===== config.mk =====
export PLATFORM = sky130hd
export DESIGN_NAME = serializer_scheduler_flat
export DESIGN_NICKNAME = d
export VERILOG_FILES = /design/src/rtl/serializer_scheduler_if.sv /design/src/rtl/serializer_scheduler.sv /design/src/flat_wrapper.sv
export SDC_FILE = /design/constraint.sdc
export NUM_CORES = 1
export LEC_CHECK = 0
export CORE_ASPECT_RATIO = 1.25
export CORE_UTILIZATION = 39
export DETAILED_ROUTE_END_ITERATION = 7
export GPL_ROUTABILITY_DRIVEN = 0
export GPL_TIMING_DRIVEN = 0
export MAX_ROUTING_LAYER = met4
export PLACE_DENSITY = 0.95
export SYNTH_ARGS = -nofsm -noshare
export SYNTH_HDL_FRONTEND = slang
export SYNTH_SLANG_ARGS = --single-unit

===== constraint.sdc =====
create_clock -name i_clk -period 3.1 [get_ports i_clk]
set_clock_uncertainty 0.15 [all_clocks]
set_input_delay 0.465 -clock i_clk [delete_from_list [all_inputs] [get_ports i_clk]]
set_output_delay 0.465 -clock i_clk [all_outputs]
set_load 0.02 [all_outputs]

===== src/rtl/serializer_scheduler_if.sv =====
// Shared bus between the round-robin scheduler and its environment.
// The bus carries the per-channel request words and handshake, and the single
// held word presented to the serializer's parallel-load interface.
//
// Handshake rule for both sides of this bus:
//   A transfer happens on a rising clock edge when valid and ready are both
//   high in that cycle. Valid must not depend on ready. Ready may depend on
//   valid.
//   - Request side: iv_req_valid[k] / ov_req_ready[k], one transfer per grant.
//   - Serializer side: o_ser_din_valid / i_ser_ready, the held word is loaded.
//
// Modports:
//   master - the scheduler: drives grants, the held word, its valid and its tag.
//   slave  - the environment: drives request words/valids and serializer ready.
interface serializer_scheduler_if #(
  parameter int NUM_CH = 4,
  parameter int LENGTH = 24
);
  localparam int CH_BITS = (NUM_CH > 1) ? $clog2(NUM_CH) : 1;

  logic [NUM_CH*LENGTH-1:0] iv_req_data;
  logic [NUM_CH-1:0]        iv_req_valid;
  logic [NUM_CH-1:0]        ov_req_ready;
  logic [LENGTH-1:0]        ov_ser_din;
  logic                     o_ser_din_valid;
  logic                     i_ser_ready;
  logic [CH_BITS-1:0]       ov_ser_ch;

  modport master (
    input  iv_req_data,
    input  iv_req_valid,
    input  i_ser_ready,
    output ov_req_ready,
    output ov_ser_din,
    output o_ser_din_valid,
    output ov_ser_ch
  );

  modport slave (
    output iv_req_data,
    output iv_req_valid,
    output i_ser_ready,
    input  ov_req_ready,
    input  ov_ser_din,
    input  o_ser_din_valid,
    input  ov_ser_ch
  );
endinterface


===== src/rtl/serializer_scheduler.sv =====
// Round-robin scheduler sharing one serializer among NUM_CH word sources.
// A single holding register keeps the granted word and its channel tag and
// presents them to the serializer until it signals ready. A new word can be
// captured in the same cycle the held one is accepted, so back-to-back words
// leave with no bubble.
//
// Ports:
//   i_clk      - clock, all logic on the rising edge
//   i_rst      - synchronous active-high reset, priority over everything
//   i_en       - global enable, low freezes all state and blocks grants/accepts
//   o_idle     - nothing held and no request pending
//   o_dbg_full - FSM state (1 = FULL, 0 = EMPTY)
//   bus        - request and serializer handshakes (master side)
module serializer_scheduler #(
  parameter int NUM_CH = 4,
  parameter int LENGTH = 24
) (
  input  logic                   i_clk,
  input  logic                   i_rst,
  input  logic                   i_en,
  output logic                   o_idle,
  output logic                   o_dbg_full,
  serializer_scheduler_if.master bus
);
  localparam int CH_BITS = (NUM_CH > 1) ? $clog2(NUM_CH) : 1;

  typedef enum logic {
    EMPTY = 1'b0,
    FULL  = 1'b1
  } state_t;

  state_t             state_q, state_d;
  logic [CH_BITS-1:0] ptr_q;
  logic [CH_BITS-1:0] ch_q;
  logic [LENGTH-1:0]  din_q;

  logic [CH_BITS-1:0] grant_idx;
  logic               found;
  logic               acc;
  logic               slot_open;
  logic               grant;
  logic [NUM_CH-1:0]  ready_vec;

  // Round-robin search: start one past the last granted channel and wrap,
  // first valid channel wins. Only valids feed this, never the data.
  always_comb begin
    int c;
    c         = 0;
    found     = 1'b0;
    grant_idx = ptr_q;
    for (int i = 1; i <= NUM_CH; i++) begin
      c = (int'(ptr_q) + i) % NUM_CH;
      if (!found && bus.iv_req_valid[c[CH_BITS-1:0]]) begin
        found     = 1'b1;
        grant_idx = c[CH_BITS-1:0];
      end
    end
  end

  // Next state and grant. The slot opens when empty, or when the held word
  // leaves this cycle, so a refill can overlap the accept.
  always_comb begin
    acc       = 1'b0;
    slot_open = 1'b0;
    grant     = 1'b0;
    ready_vec = '0;
    state_d   = state_q;

    acc       = (state_q == FULL) & bus.i_ser_ready & i_en;
    slot_open = i_en & ~i_rst & ((state_q == EMPTY) | acc);
    grant     = slot_open & found;

    if (grant) begin
      ready_vec[grant_idx] = 1'b1;
    end

    if (grant) begin
      state_d = FULL;
    end else if (acc) begin
      state_d = EMPTY;
    end
  end

  always_ff @(posedge i_clk) begin
    if (i_rst) begin
      state_q <= EMPTY;
      ptr_q   <= CH_BITS'(NUM_CH - 1);
      din_q   <= '0;
      ch_q    <= '0;
    end else begin
      state_q <= state_d;
      if (grant) begin
        ptr_q <= grant_idx;
        din_q <= bus.iv_req_data[grant_idx*LENGTH +: LENGTH];
        ch_q  <= grant_idx;
      end
    end
  end

  assign bus.ov_req_ready    = ready_vec;
  assign bus.ov_ser_din      = din_q;
  assign bus.ov_ser_ch       = ch_q;
  assign bus.o_ser_din_valid = (state_q == FULL);
  assign o_dbg_full          = (state_q == FULL);
  assign o_idle              = (state_q == EMPTY) & ~|bus.iv_req_valid;
endmodule


===== src/flat_wrapper.sv =====
// flat-port wrapper written by rule: the top's interface ports become plain ports
module serializer_scheduler_flat 
#(
  parameter int NUM_CH = 4,
  parameter int LENGTH = 24
)
  (i_clk, i_rst, i_en, o_idle, o_dbg_full, bus_iv_req_data, bus_iv_req_valid, bus_i_ser_ready, bus_ov_req_ready, bus_ov_ser_din, bus_o_ser_din_valid, bus_ov_ser_ch);
  serializer_scheduler_if #(.NUM_CH(NUM_CH), .LENGTH(LENGTH)) bus_i ();
  input  logic i_clk;
  input  logic i_rst;
  input  logic i_en;
  output logic o_idle;
  output logic o_dbg_full;
  input wire logic [$bits(bus_i.iv_req_data)-1:0] bus_iv_req_data;
  input wire logic [$bits(bus_i.iv_req_valid)-1:0] bus_iv_req_valid;
  input wire logic [$bits(bus_i.i_ser_ready)-1:0] bus_i_ser_ready;
  output wire logic [$bits(bus_i.ov_req_ready)-1:0] bus_ov_req_ready;
  output wire logic [$bits(bus_i.ov_ser_din)-1:0] bus_ov_ser_din;
  output wire logic [$bits(bus_i.o_ser_din_valid)-1:0] bus_o_ser_din_valid;
  output wire logic [$bits(bus_i.ov_ser_ch)-1:0] bus_ov_ser_ch;
  assign bus_i.iv_req_data = bus_iv_req_data;
  assign bus_i.iv_req_valid = bus_iv_req_valid;
  assign bus_i.i_ser_ready = bus_i_ser_ready;
  assign bus_ov_req_ready = bus_i.ov_req_ready;
  assign bus_ov_ser_din = bus_i.ov_ser_din;
  assign bus_o_ser_din_valid = bus_i.o_ser_din_valid;
  assign bus_ov_ser_ch = bus_i.ov_ser_ch;
  serializer_scheduler #(.NUM_CH(NUM_CH), .LENGTH(LENGTH)) u_core (.i_clk(i_clk), .i_rst(i_rst), .i_en(i_en), .o_idle(o_idle), .o_dbg_full(o_dbg_full), .bus(bus_i));
endmodule

=== Word-level counts from Yosys, hierarchy flattened ===
Cells that the tools add are included.

* Register bits: 29
* Output and inout bits: 33

* Add/subtract/negate cells: 4
* Multiply operators: 1
* Order comparisons: 6
* Shift operators: 1
* Mux-type cells: 21
* Bitwise gates (word level): 9
* Reduce and logical (&&, ||, !) cells: 10

{| class="wikitable"
|+ Operator list
! operator !! count
|-
| 96-bit by 8-bit variable part select with 24-bit output || 1
|-
| 2-bit by 3-bit less-than comparator with 1-bit output, second input constant || 5
|-
| 1-bit two-way mux || 11
|-
| 1-bit binary-select mux with 2-bit select || 4
|-
| 2-bit two-way mux || 4
|-
| 1-bit AND || 6
|-
| 2-bit by 1-bit adder with 2-bit output, second input constant || 2
|-
| 2-bit adder, second input constant || 2
|-
| 1-bit logical AND || 4
|-
| 1-bit logical NOT || 4
|-
| 2-bit by 2-bit multiplier with 4-bit output, second input constant || 1
|-
| 4-bit two-way mux || 1
|-
| 4-bit OR reduction || 1
|-
| 1-bit demux with 2-bit select || 1
|-
| 2-bit by 1-bit greater-or-equal comparator with 1-bit output, second input constant || 1
|-
| 1-bit inverter || 2
|-
| 2-bit nonzero test || 1
|-
| 1-bit OR || 1
|}

=== Logic depth before layout (Yosys ltp) ===
Gate-level depths: netlist of run 1.

* Word-level depth: 18
* Gate-level depth with buffers: 8
* Gate-level depth less buffers: 5

=== Worst setup path before layout of run 1 ===
Ideal clock, no wire load.

* Path type: input -> output
* From: in bus_iv_req_valid[3]
* To: out bus_ov_req_ready[0]
* Data arrival time: 1.839 ns
* Path slack: 0.646 ns
* Stages: 5
* Cells stage by stage: nor2b_1 -> o21ai_2 -> clkbuf_1 -> nand3_1 -> nor3_1

* Word-level cells in the longest chain between the ends: 17
* Elaborated cells on any way between the ends: 29
* Classes of those cells: order compare: 2; mux: 19; bitwise: 1; reduce/logical: 7

{| class="wikitable"
|+ RTL lines
! what !! line !! text
|-
| start: declaration || flat_wrapper.sv:15 || <nowiki>input wire logic [$bits(bus_i.iv_req_valid)-1:0] bus_iv_req_valid;</nowiki>
|-
| 1-bit binary-select mux with 2-bit select || serializer_scheduler.sv:53 || <nowiki>if (!found && bus.iv_req_valid[c[CH_BITS-1:0]]) begin</nowiki>
|-
| 1-bit two-way mux (implied by the code) || serializer_scheduler.sv:53 ||
|-
| 1-bit two-way mux || serializer_scheduler.sv:53 ||
|-
| 1-bit logical NOT || serializer_scheduler.sv:53 ||
|-
| 1-bit logical AND || serializer_scheduler.sv:53 ||
|-
| 1-bit two-way mux || serializer_scheduler.sv:53 ||
|-
| 1-bit logical NOT || serializer_scheduler.sv:53 ||
|-
| 1-bit logical AND || serializer_scheduler.sv:53 ||
|-
| 1-bit two-way mux || serializer_scheduler.sv:53 ||
|-
| 1-bit logical NOT || serializer_scheduler.sv:53 ||
|-
| 1-bit logical AND || serializer_scheduler.sv:53 ||
|-
| 2-bit two-way mux || serializer_scheduler.sv:53 ||
|-
| 2-bit by 3-bit less-than comparator with 1-bit output (implied by the code) or 2-bit by 1-bit greater-or-equal comparator with 1-bit output (tied branches) || serializer_scheduler.sv:74 || <nowiki>ready_vec[grant_idx] = 1'b1;</nowiki>
|-
| 1-bit logical AND (implied by the code) || serializer_scheduler.sv:74 ||
|-
| 1-bit two-way mux (implied by the code) || serializer_scheduler.sv:74 ||
|-
| 1-bit demux with 2-bit select || -- ||
|-
| 4-bit two-way mux * || serializer_scheduler.sv:73 || <nowiki>if (grant) begin</nowiki>
|-
| end: declaration || flat_wrapper.sv:17 || <nowiki>output wire logic [$bits(bus_i.ov_req_ready)-1:0] bus_ov_req_ready;</nowiki>
|}

Mark *: on every way between the ends. The rest lies on a longest branch, timed or not. The select of a mux whose other input is x is not followed.

=== Worst setup path in the final report of run 1 ===
* From: in bus_iv_req_valid[3]
* To: out bus_ov_req_ready[3]

The elaborated chain is that of the path after synthesis.

==> results.yml, run 1 <==
floorplan:
  die_y_microns: 83.4
  start_util_pct: 40.7
  io_pins: 137
  dieArea_sq_um: 5600
  placementRows: 29
  die_w_microns: 67.1
  core_sq_um: 5080
cts:
  clock_path_buffers: 2
  clk_latency_ns: 0.28
  root_buffer: "clkbuf_8"
  clk_pin_slew_worst_paths_ns: 0.06
  clkSinkCount: 29
  cts_hold_buf: 0
  h-tree-depth: 2
  numCtsBuffers: 5
  cts_tree: "yes"
min_path:
  min_from: "u_core.bus.ov_ser_ch[1]"
  min_path_type: "register to register"
synth:
  yosys.area.top_type: "dfxtp_1"
  ys_seq_elements: 29
  async_reset_ff_share_pct: 0
  synthCells: 241
  syn_area_per_cell_sq_um: 8.58
  synthDistinctLibCells: 33
  synthTopCellsByArea: "dfxtp_1 28%, mux2i_1 12%, a211o_1 10%, o211ai_1 8.7%, o31ai_1 8.7%"
  synth.top_cell.area_share_pct: 28.1
  synth_area_sq_um: 2070
  synth.most_common_cell: "dfxtp_1"
  synth-edff-count: 0
  ys_warn_count: 0
  netlist_top_cells_count: "29 x dfxtp_1, 28 x nand2_1"
  syn_nets: 345
  ys_seq_area_share_pct: 28.1
  synth_ff_type: "dfxtp_1"
setup_path:
  r2r-start: "u_core.ptr_q[0]"
  crit_buf_inv: 4
  cp.arrival_ns: 2.40
  cpMaxStageDelayCell: "clkdlybuf4s50_1"
  cpPeakStageDelay_ns: 0.48
  path_max_fanout: 10
  crit_chain: "clkdlybuf4s50_1 > nor2b_2 > o21a_2 > nor3_2 > buf_6 > buf_6 > nor2_1 > dlygate4sd2_1"
  worstSetupEndpointType: "output pin"
  critPathMostFrequentCell: "buf_6"
  crit_family: "buffers and inverters"
  critical_path_class: "input pin to output pin"
  crit_start: "bus_iv_req_valid[3]"
  required_ns: 2.48
  crit_path_start_kind: "input pin"
sta:
  min_period_ns: 3.02
  relSlewSlack_pct: 67.2
  setup_violations: 0
  fmax_mhz: 331
  finalCritPeriodShare_pct: 97.4
  hold_violations: 0
  maxSlewViolCount: 0
  tightest_slew_ns: 0.492
  rsz0062_at_grt: "no"
routing:
  vias_per_cell: 5.81
  routed_wl_microns: 7700
  first_pass_iters: 4
  wl_per_cell_microns: 17.2
  final_antenna_net_count: 0
  drc: 0
  vias: 2602
  drtIter0Drc: 105
grt:
  track_usage_pct: 28.5
  grt_start_max_net_pins: 18
  grt_overflow: 0
  grt_pass1_vias: 2684
  antenna_found_initial: 0
  grt_pass1_wl_microns: 11900
placement:
  dp_hpwl_microns: 5740
  dp_cells: 439
  portBuffers: 136
  placed_area_sq_um: 3510
run:
  maxCapViolations: 0
pwr:
  p_per_area_nw_per_um2: 362
  p_leak_nw: 1.40
  p_clk_share_pct: 24.3
  swShare_pct: 32.3
  comb_power_share_pct: 42.6
  p_seq_share_pct: 33.1
  vdd_ir_drop_max_v: 0.000197
  netSwitchingPower_mw: 0.425
  internal_power_mw: 0.891
cells_and_area:
  n_antenna_cell: 0
  drive_gt1_share_pct: 11.1
  multiInputGateArea_sq_um: 1340
  nets: 490
  area.sequential_sq_um: 581
  stdcell_area_sq_um: 3630
  nFillCells: 423
  final_core_util_pct: 71.5
  area_delta_synth_final_pct: 75.7
  final_cells: 448
status:
  status: "finished, final reports clean"
==> through the flow <==
step / worst slack (ns) / hold WS (ns) / setup TNS, ns / power [mW]
2_1_floorplan: 0.646 / 0.362 / 0 / 0.721
3_3_place_gp: -0.403 / 0.293 / -1.27 / 0.977
3_5_place_dp: -0.448 / 0.301 / -1.55 / 0.994
4_1_cts: 0.0412 / 0.309 / 0 / 1.32
5_1_grt: 0.00984 / 0.350 / 0 / 1.37
6_report: 0.0821 / 0.306 / 0 / 1.32
==> tightest hold or removal path, stage by stage (launching register included) <==
cell,delay (ns)
dfxtp_1,0.31
nand2_1,0.05
a21oi_1,0.05
==> cells by family after synthesis <==
logic type | Yosys count | synth area share (%)
simple gates | 77 | 19.4
mux | 24 | 11.6
compound gates | 84 | 32.7
flops | 29 | 28.1
buf+inv | 27 | 8.17
==> placed cells by master, fill, tap and decap left out, drive strengths merged <==
| cell type | count |
|---|---|
| o31ai | 24 |
| and2 | 1 |
| a21oi | 3 |
| dlygate4sd2 | 2 |
| a211o | 24 |
| nor2 | 10 |
| nand2b | 3 |
| nand3 | 2 |
| mux2i | 24 |
| o21bai | 1 |
| o21a | 1 |
| buf | 20 |
| o211ai | 24 |
| dlygate4sd1 | 1 |
| nand2 | 29 |
| nor2b | 2 |
| nor3 | 4 |
| a21o | 1 |
| a31oi | 1 |
| clkdlybuf4s15 | 1 |
| o21ai | 4 |
| or4 | 1 |
| dfxtp | 29 |
| clkbuf | 16 |
| clkdlybuf4s50 | 132 |
| or2 | 1 |
| a22oi | 1 |
| nand4 | 24 |
==> state kept, by name, summed over array words and instances (netlist names) <==
register / flops
u_core.bus.ov_ser_din: 24
u_core.bus.ov_ser_ch: 2
u_core.ptr_q: 2
u_core.bus.o_ser_din_valid: 1
==> cell type report <==
class	count	area share (%)
clock buffer	7	2.38
buffer	25	4.55
tap	62	2.13
sequential	29	16.0
multi-input combinational	185	36.8
timing repair buffer	140	38.2
==> metal layers <==
| metal | vias to the layer above | wire length, microns | GRT usage, % |
|---|---|---|---|
| met5 | - | 0 | - |
| met4 | 0 | 342 | 15.5 |
| met3 | 34 | 462 | 5.49 |
| met2 | 103 | 4010 | 48.2 |
| met1 | 1232 | 2880 | 30.0 |
| li1 | 1233 | - | - |
==> power by group through the flow <==
stage | registers (mW) | clock network, mW | logic (mW)
after global routing | 0.440 | 0.335 | 0.598
final | 0.436 | 0.319 | 0.560
after floorplan | 0.489 | 0 | 0.232
after CTS | 0.435 | 0.323 | 0.558
after global placement | 0.440 | 0 | 0.537
after detailed placement | 0.443 | 0 | 0.551
==> final timing paths <==
kind	slack, ns	cells past startpoint	to
worst max-delay path	0.08	8	bus_ov_req_ready[3]
worst min-delay path	0.31	2	u_core.bus.ov_ser_ch[1]
worst max register to register	0.82	7	u_core.bus.ov_ser_din[19]
worst min register to register	0.31	2	u_core.bus.ov_ser_ch[1]
==> repair_timing <==
| action | CTS | global route |
|---|---|---|
| resized for setup | 7 | 7 |
| hold endpoints to repair | 0 | 0 |
| cloned | 0 | 0 |
| buffers inserted | 3 | 1 |
| setup endpoints to repair | 4 | 2 |
| pin swaps | 4 | 1 |
No activity file was read; power rests on OpenSTA's default activity.
==> inputs of run 2 (changes only) <==
- CORE_ASPECT_RATIO: 1.25 -> not set
==> results.yml, run 2 (same netlist as run 1, synthesis figures left out) <==
pwr:
  vdd_ir_drop_max_v: 0.000216
  power_mw: 1.31
  p_per_area_nw_per_um2: 358
  p_leak_nw: 1.44
setup_path:
  crit_family: "buffers and inverters"
  required_ns: 2.48
  r2r_cells: 8
  cpPeakStageDelay_ns: 0.60
  path_max_fanout: 10
  worstSetupEndpointType: "output pin"
  crit_buf_inv: 4
  cp.depth: 8
  crit_chain: "clkdlybuf4s50_1 > or4_4 > nand3_2 > or2_1 > buf_6 > buf_8 > nor3_1 > dlygate4sd1_1"
  reg2reg_slack_ns: 0.71
  crit_path_start_kind: "input pin"
  cpMaxStageDelayCell: "or4_4"
  cp.arrival_ns: 2.38
  critical_path_class: "input pin to output pin"
cells_and_area:
  final_core_util_pct: 71.6
  n_antenna_cell: 0
  nFillCells: 424
  drive_gt1_share_pct: 11.3
  final_common_cell: "clkdlybuf4s50_1"
  nets: 492
  layout_common_cells: "131 x clkdlybuf4s50_1, 29 x dfxtp_1, 27 x nand2_1"
  largest_register_ffs: 24
  area_delta_synth_final_pct: 76.7
  stdcell_area_sq_um: 3650
  final_cells: 459
routing:
  vias_per_cell: 5.65
  drc: 0
  vias: 2595
  drtIter0Drc: 99
  final_antenna_net_count: 0
  wl_per_cell_microns: 16.3
  first_pass_iters: 4
  routed_wl_microns: 7500
floorplan:
  core_sq_um: 5110
  start_util_pct: 40.5
  placementRows: 26
  io_pins: 137
  dieArea_sq_um: 5600
  die_y_microns: 74.8
  die_w_microns: 74.8
placement:
  portBuffers: 136
  pre_cts_slack_ns: -0.437
  placed_area_sq_um: 3520
  dp_cells: 447
  dp_hpwl_microns: 5590
cts:
  clk_pin_slew_worst_paths_ns: 0.06
  cts_hold_buf: 0
  h-tree-depth: 2
  clkSinkCount: 29
  clk_latency_ns: 0.28
  root_buffer: "clkbuf_8"
  numCtsBuffers: 5
  clock_path_buffers: 2
  cts_tree: "yes"
sta:
  setup-tns-final_ns: 0
  setup_ws_ns: 0.107
  tightest_slew_ns: 0.468
  fmax_mhz: 334
  min_period_ns: 2.99
  setup_violations: 0
  whs_ns: 0.315
  finalCritPeriodShare_pct: 96.5
  maxSlewViolCount: 0
  relSlewSlack_pct: 68.8
  hold_violations: 0
grt:
  track_usage_pct: 26.8
  grt_pass1_vias: 2536
  top_usage_layer: "met2"
  antenna_found_initial: 0
  grt_pass1_wl_microns: 11100
  met1_usage_pct: 29.7
  grt_overflow: 0
  grt_start_max_net_pins: 20
  use_met2_pct: 46.0
  use_met3_pct: 4.82
min_path:
  min_path_type: "register to register"
  worstHoldPathCells: 2
run:
  maxCapViolations: 0
status:
  status: "finished, final reports clean"
-- run 2: final timing paths --
path,start,to
max,bus_iv_req_valid[2],bus_ov_req_ready[1]
max reg2reg,u_core.ptr_q[0],u_core.bus.ov_ser_din[20]
min reg2reg,u_core.bus.ov_ser_ch[1],u_core.bus.ov_ser_ch[1]
min,u_core.bus.ov_ser_ch[1],u_core.bus.ov_ser_ch[1]
-- run 2: cell type report --
| cell class | instances | area [sq um] | share of cell area [%] |
|---|---|---|---|
| buffer | 24 | 163 | 4.45 |
| clock buffer | 8 | 80.1 | 2.19 |
| multi-input combinational | 185 | 1330 | 36.5 |
| sequential | 29 | 581 | 15.9 |
| tap | 70 | 87.6 | 2.40 |
| timing repair buffer | 143 | 1410 | 38.6 |
-- run 2: worst min-delay path: cells and delay by family, from the launching register on --
kind | cells | cell delay, ns
simple gates | 1 | 0.05
flops | 1 | 0.31
compound gates | 1 | 0.06
-- run 2: layer usage --
layer	share of wire, %	wire length [microns]	vias to the layer above
met5	0	0	-
met4	1.8	133	0
met3	6.1	460	15
met2	52	3870	110
met1	40	3040	1236
li1	-	-	1234
-- run 2: repair_timing --
action,CTS,global route
resized for setup,6,13
pin swaps,2,2
setup buffers,4,3
endpoints found under the setup margin,4,3
-- run 2: power breakdown --
group | internal [mW] | leakage [nW] | switching [mW] | total, mW
clock | 0.159 | 0.0395 | 0.149 | 0.308
combinational | 0.306 | 1.16 | 0.259 | 0.565
sequential | 0.414 | 0.239 | 0.0214 | 0.435
total | 0.879 | 1.44 | 0.429 | 1.31
==> inputs of run 3 (changes only) <==
- SETUP_SLACK_MARGIN: not set -> 0.05
==> results.yml, run 3 (same netlist as run 1, synthesis figures left out) <==
cts:
  h-tree-depth: 2
  clock_path_buffers: 2
  clk_latency_ns: 0.28
  root_buffer: "clkbuf_8"
  clkSinkCount: 29
  numCtsBuffers: 5
  cts_tree: "yes"
  cts_hold_buf: 0
  clk_pin_slew_worst_paths_ns: 0.06
cells_and_area:
  area_delta_synth_final_pct: 76.6
  layout_common_cells: "131 x clkdlybuf4s50_1, 29 x dfxtp_1, 28 x nand2_1"
  nets: 495
  final_core_util_pct: 71.5
  stdcell_area_sq_um: 3650
  n_antenna_cell: 0
  largest_register_ffs: 24
  drive_gt1_share_pct: 11.0
  final_common_cell: "clkdlybuf4s50_1"
  final_cells: 462
placement:
  pre_cts_slack_ns: -0.437
  placed_area_sq_um: 3520
  dp_cells: 447
  portBuffers: 136
  dp_hpwl_microns: 5590
sta:
  setup_violations: 0
  tightest_slew_ns: 0.468
  min_period_ns: 2.94
  setup-tns-final_ns: 0
  finalCritPeriodShare_pct: 94.8
  relSlewSlack_pct: 68.8
  hold_violations: 0
  whs_ns: 0.314
  maxSlewViolCount: 0
  fmax_mhz: 340
  rsz0062_at_grt: "no"
  setup_ws_ns: 0.160
routing:
  first_pass_iters: 4
  final_antenna_net_count: 0
  drtIter0Drc: 111
  drc: 0
  routed_wl_microns: 7440
  vias: 2628
  vias_per_cell: 5.69
  wl_per_cell_microns: 16.1
setup_path:
  critPathMostFrequentCell: "nor2_1"
  r2r_cells: 8
  required_ns: 2.48
  cp.arrival_ns: 2.32
  crit_path_start_kind: "input pin"
  reg2reg_slack_ns: 0.82
  r2r-end: "u_core.bus.ov_ser_din[20]"
  cpPeakStageDelay_ns: 0.60
  cp.depth: 8
  crit_start: "bus_iv_req_valid[2]"
  crit_chain: "clkdlybuf4s50_1 > or4_4 > nand3_2 > nor2_1 > nand2_2 > buf_4 > nor2_1 > dlygate4sd2_1"
  crit_family: "buffers and inverters"
  r2r-start: "u_core.ptr_q[0]"
  cpMaxStageDelayCell: "or4_4"
  path_max_fanout: 10
  critical_path_class: "input pin to output pin"
  crit_buf_inv: 3
  worstSetupEndpointType: "output pin"
  cp-endpoint: "bus_ov_req_ready[2]"
pwr:
  netSwitchingPower_mw: 0.426
  swShare_pct: 32.6
  p_leak_nw: 1.43
  vdd_ir_drop_max_v: 0.000206
  p_per_area_nw_per_um2: 358
  power_mw: 1.31
  comb_power_share_pct: 43.2
  internal_power_mw: 0.880
  p_clk_share_pct: 23.5
  p_seq_share_pct: 33.3
floorplan:
  die_y_microns: 74.8
  placementRows: 26
  start_util_pct: 40.5
  die_w_microns: 74.8
  core_sq_um: 5110
  dieArea_sq_um: 5600
  io_pins: 137
grt:
  grt_start_max_net_pins: 11
  grt_pass1_vias: 2547
  antenna_found_initial: 0
  grt_overflow: 0
  grt_pass1_wl_microns: 11200
  track_usage_pct: 27.1
status:
  status: "finished, final reports clean"
run:
  maxCapViolations: 0
min_path:
  worstHoldPathCells: 2
  min_path_type: "register to register"
## run 3: cell types whose count changed in the layout (fill, tap and decap cells not counted), sizes merged
| cell | before | now |
|---|---|---|
| buf | 22 | 24 |
| dlygate4sd2 | 1 | 2 |
| dlymetal6s2s | 2 | 1 |
| clkbuf | 18 | 19 |
## run 3: repair_timing
item | CTS | global route
pin swaps | 5 | 1
endpoints found under the setup margin | 4 | 3
setup buffers | 7 | 1
resized for setup | 8 | 5
## run 3: layout make-up
cell class              instances  area (sq um)
clock buffers                   8          80.1
repair buffers                144          1420
flip-flops and latches         29           581
well taps                      70          87.6
fillers                       429          1460
multi-input cells             185          1320
plain buffers                  26           170
## run 3: worst min path at each step
stage / to / startpoint
2_1_floorplan: u_core.ptr_q[0] / u_core.ptr_q[0]
3_3_place_gp: u_core.bus.ov_ser_ch[1] / u_core.bus.ov_ser_ch[1]
5_1_grt: u_core.bus.ov_ser_ch[1] / u_core.bus.ov_ser_ch[1]
3_5_place_dp: u_core.bus.ov_ser_din[9] / u_core.bus.ov_ser_din[9]
4_1_cts: u_core.bus.ov_ser_ch[1] / u_core.bus.ov_ser_ch[1]
6_report: u_core.bus.ov_ser_ch[1] / u_core.bus.ov_ser_ch[1]
## run 3: worst register-to-register path, delay by kind of cell (launching register included)
kind,cells,cell delay (ns)
buf+inv,3,0.75
compound gates,4,0.65
flops,1,0.39
simple gates,1,0.21
## run 3: power groups by stage
| stage | Combinational (mW) | Sequential, mW | Clock (mW) |
|---|---|---|---|
| 6_report | 0.565 | 0.434 | 0.307 |
| 5_1_grt | 0.604 | 0.439 | 0.324 |
| 4_1_cts | 0.565 | 0.435 | 0.312 |
| 3_5_place_dp | 0.550 | 0.443 | 0 |
| 3_3_place_gp | 0.536 | 0.441 | 0 |
| 2_1_floorplan | 0.232 | 0.489 | 0 |
## run 3: per-layer routing
layer  share of wire (%)  global-route usage (%)  routed length (microns)
met1                  41                    30.9                     3040
met2                  50                    46.2                     3740
met3                 6.7                    4.42                      499
met4                 2.2                    12.6                      161
met5                   0                       -                        0
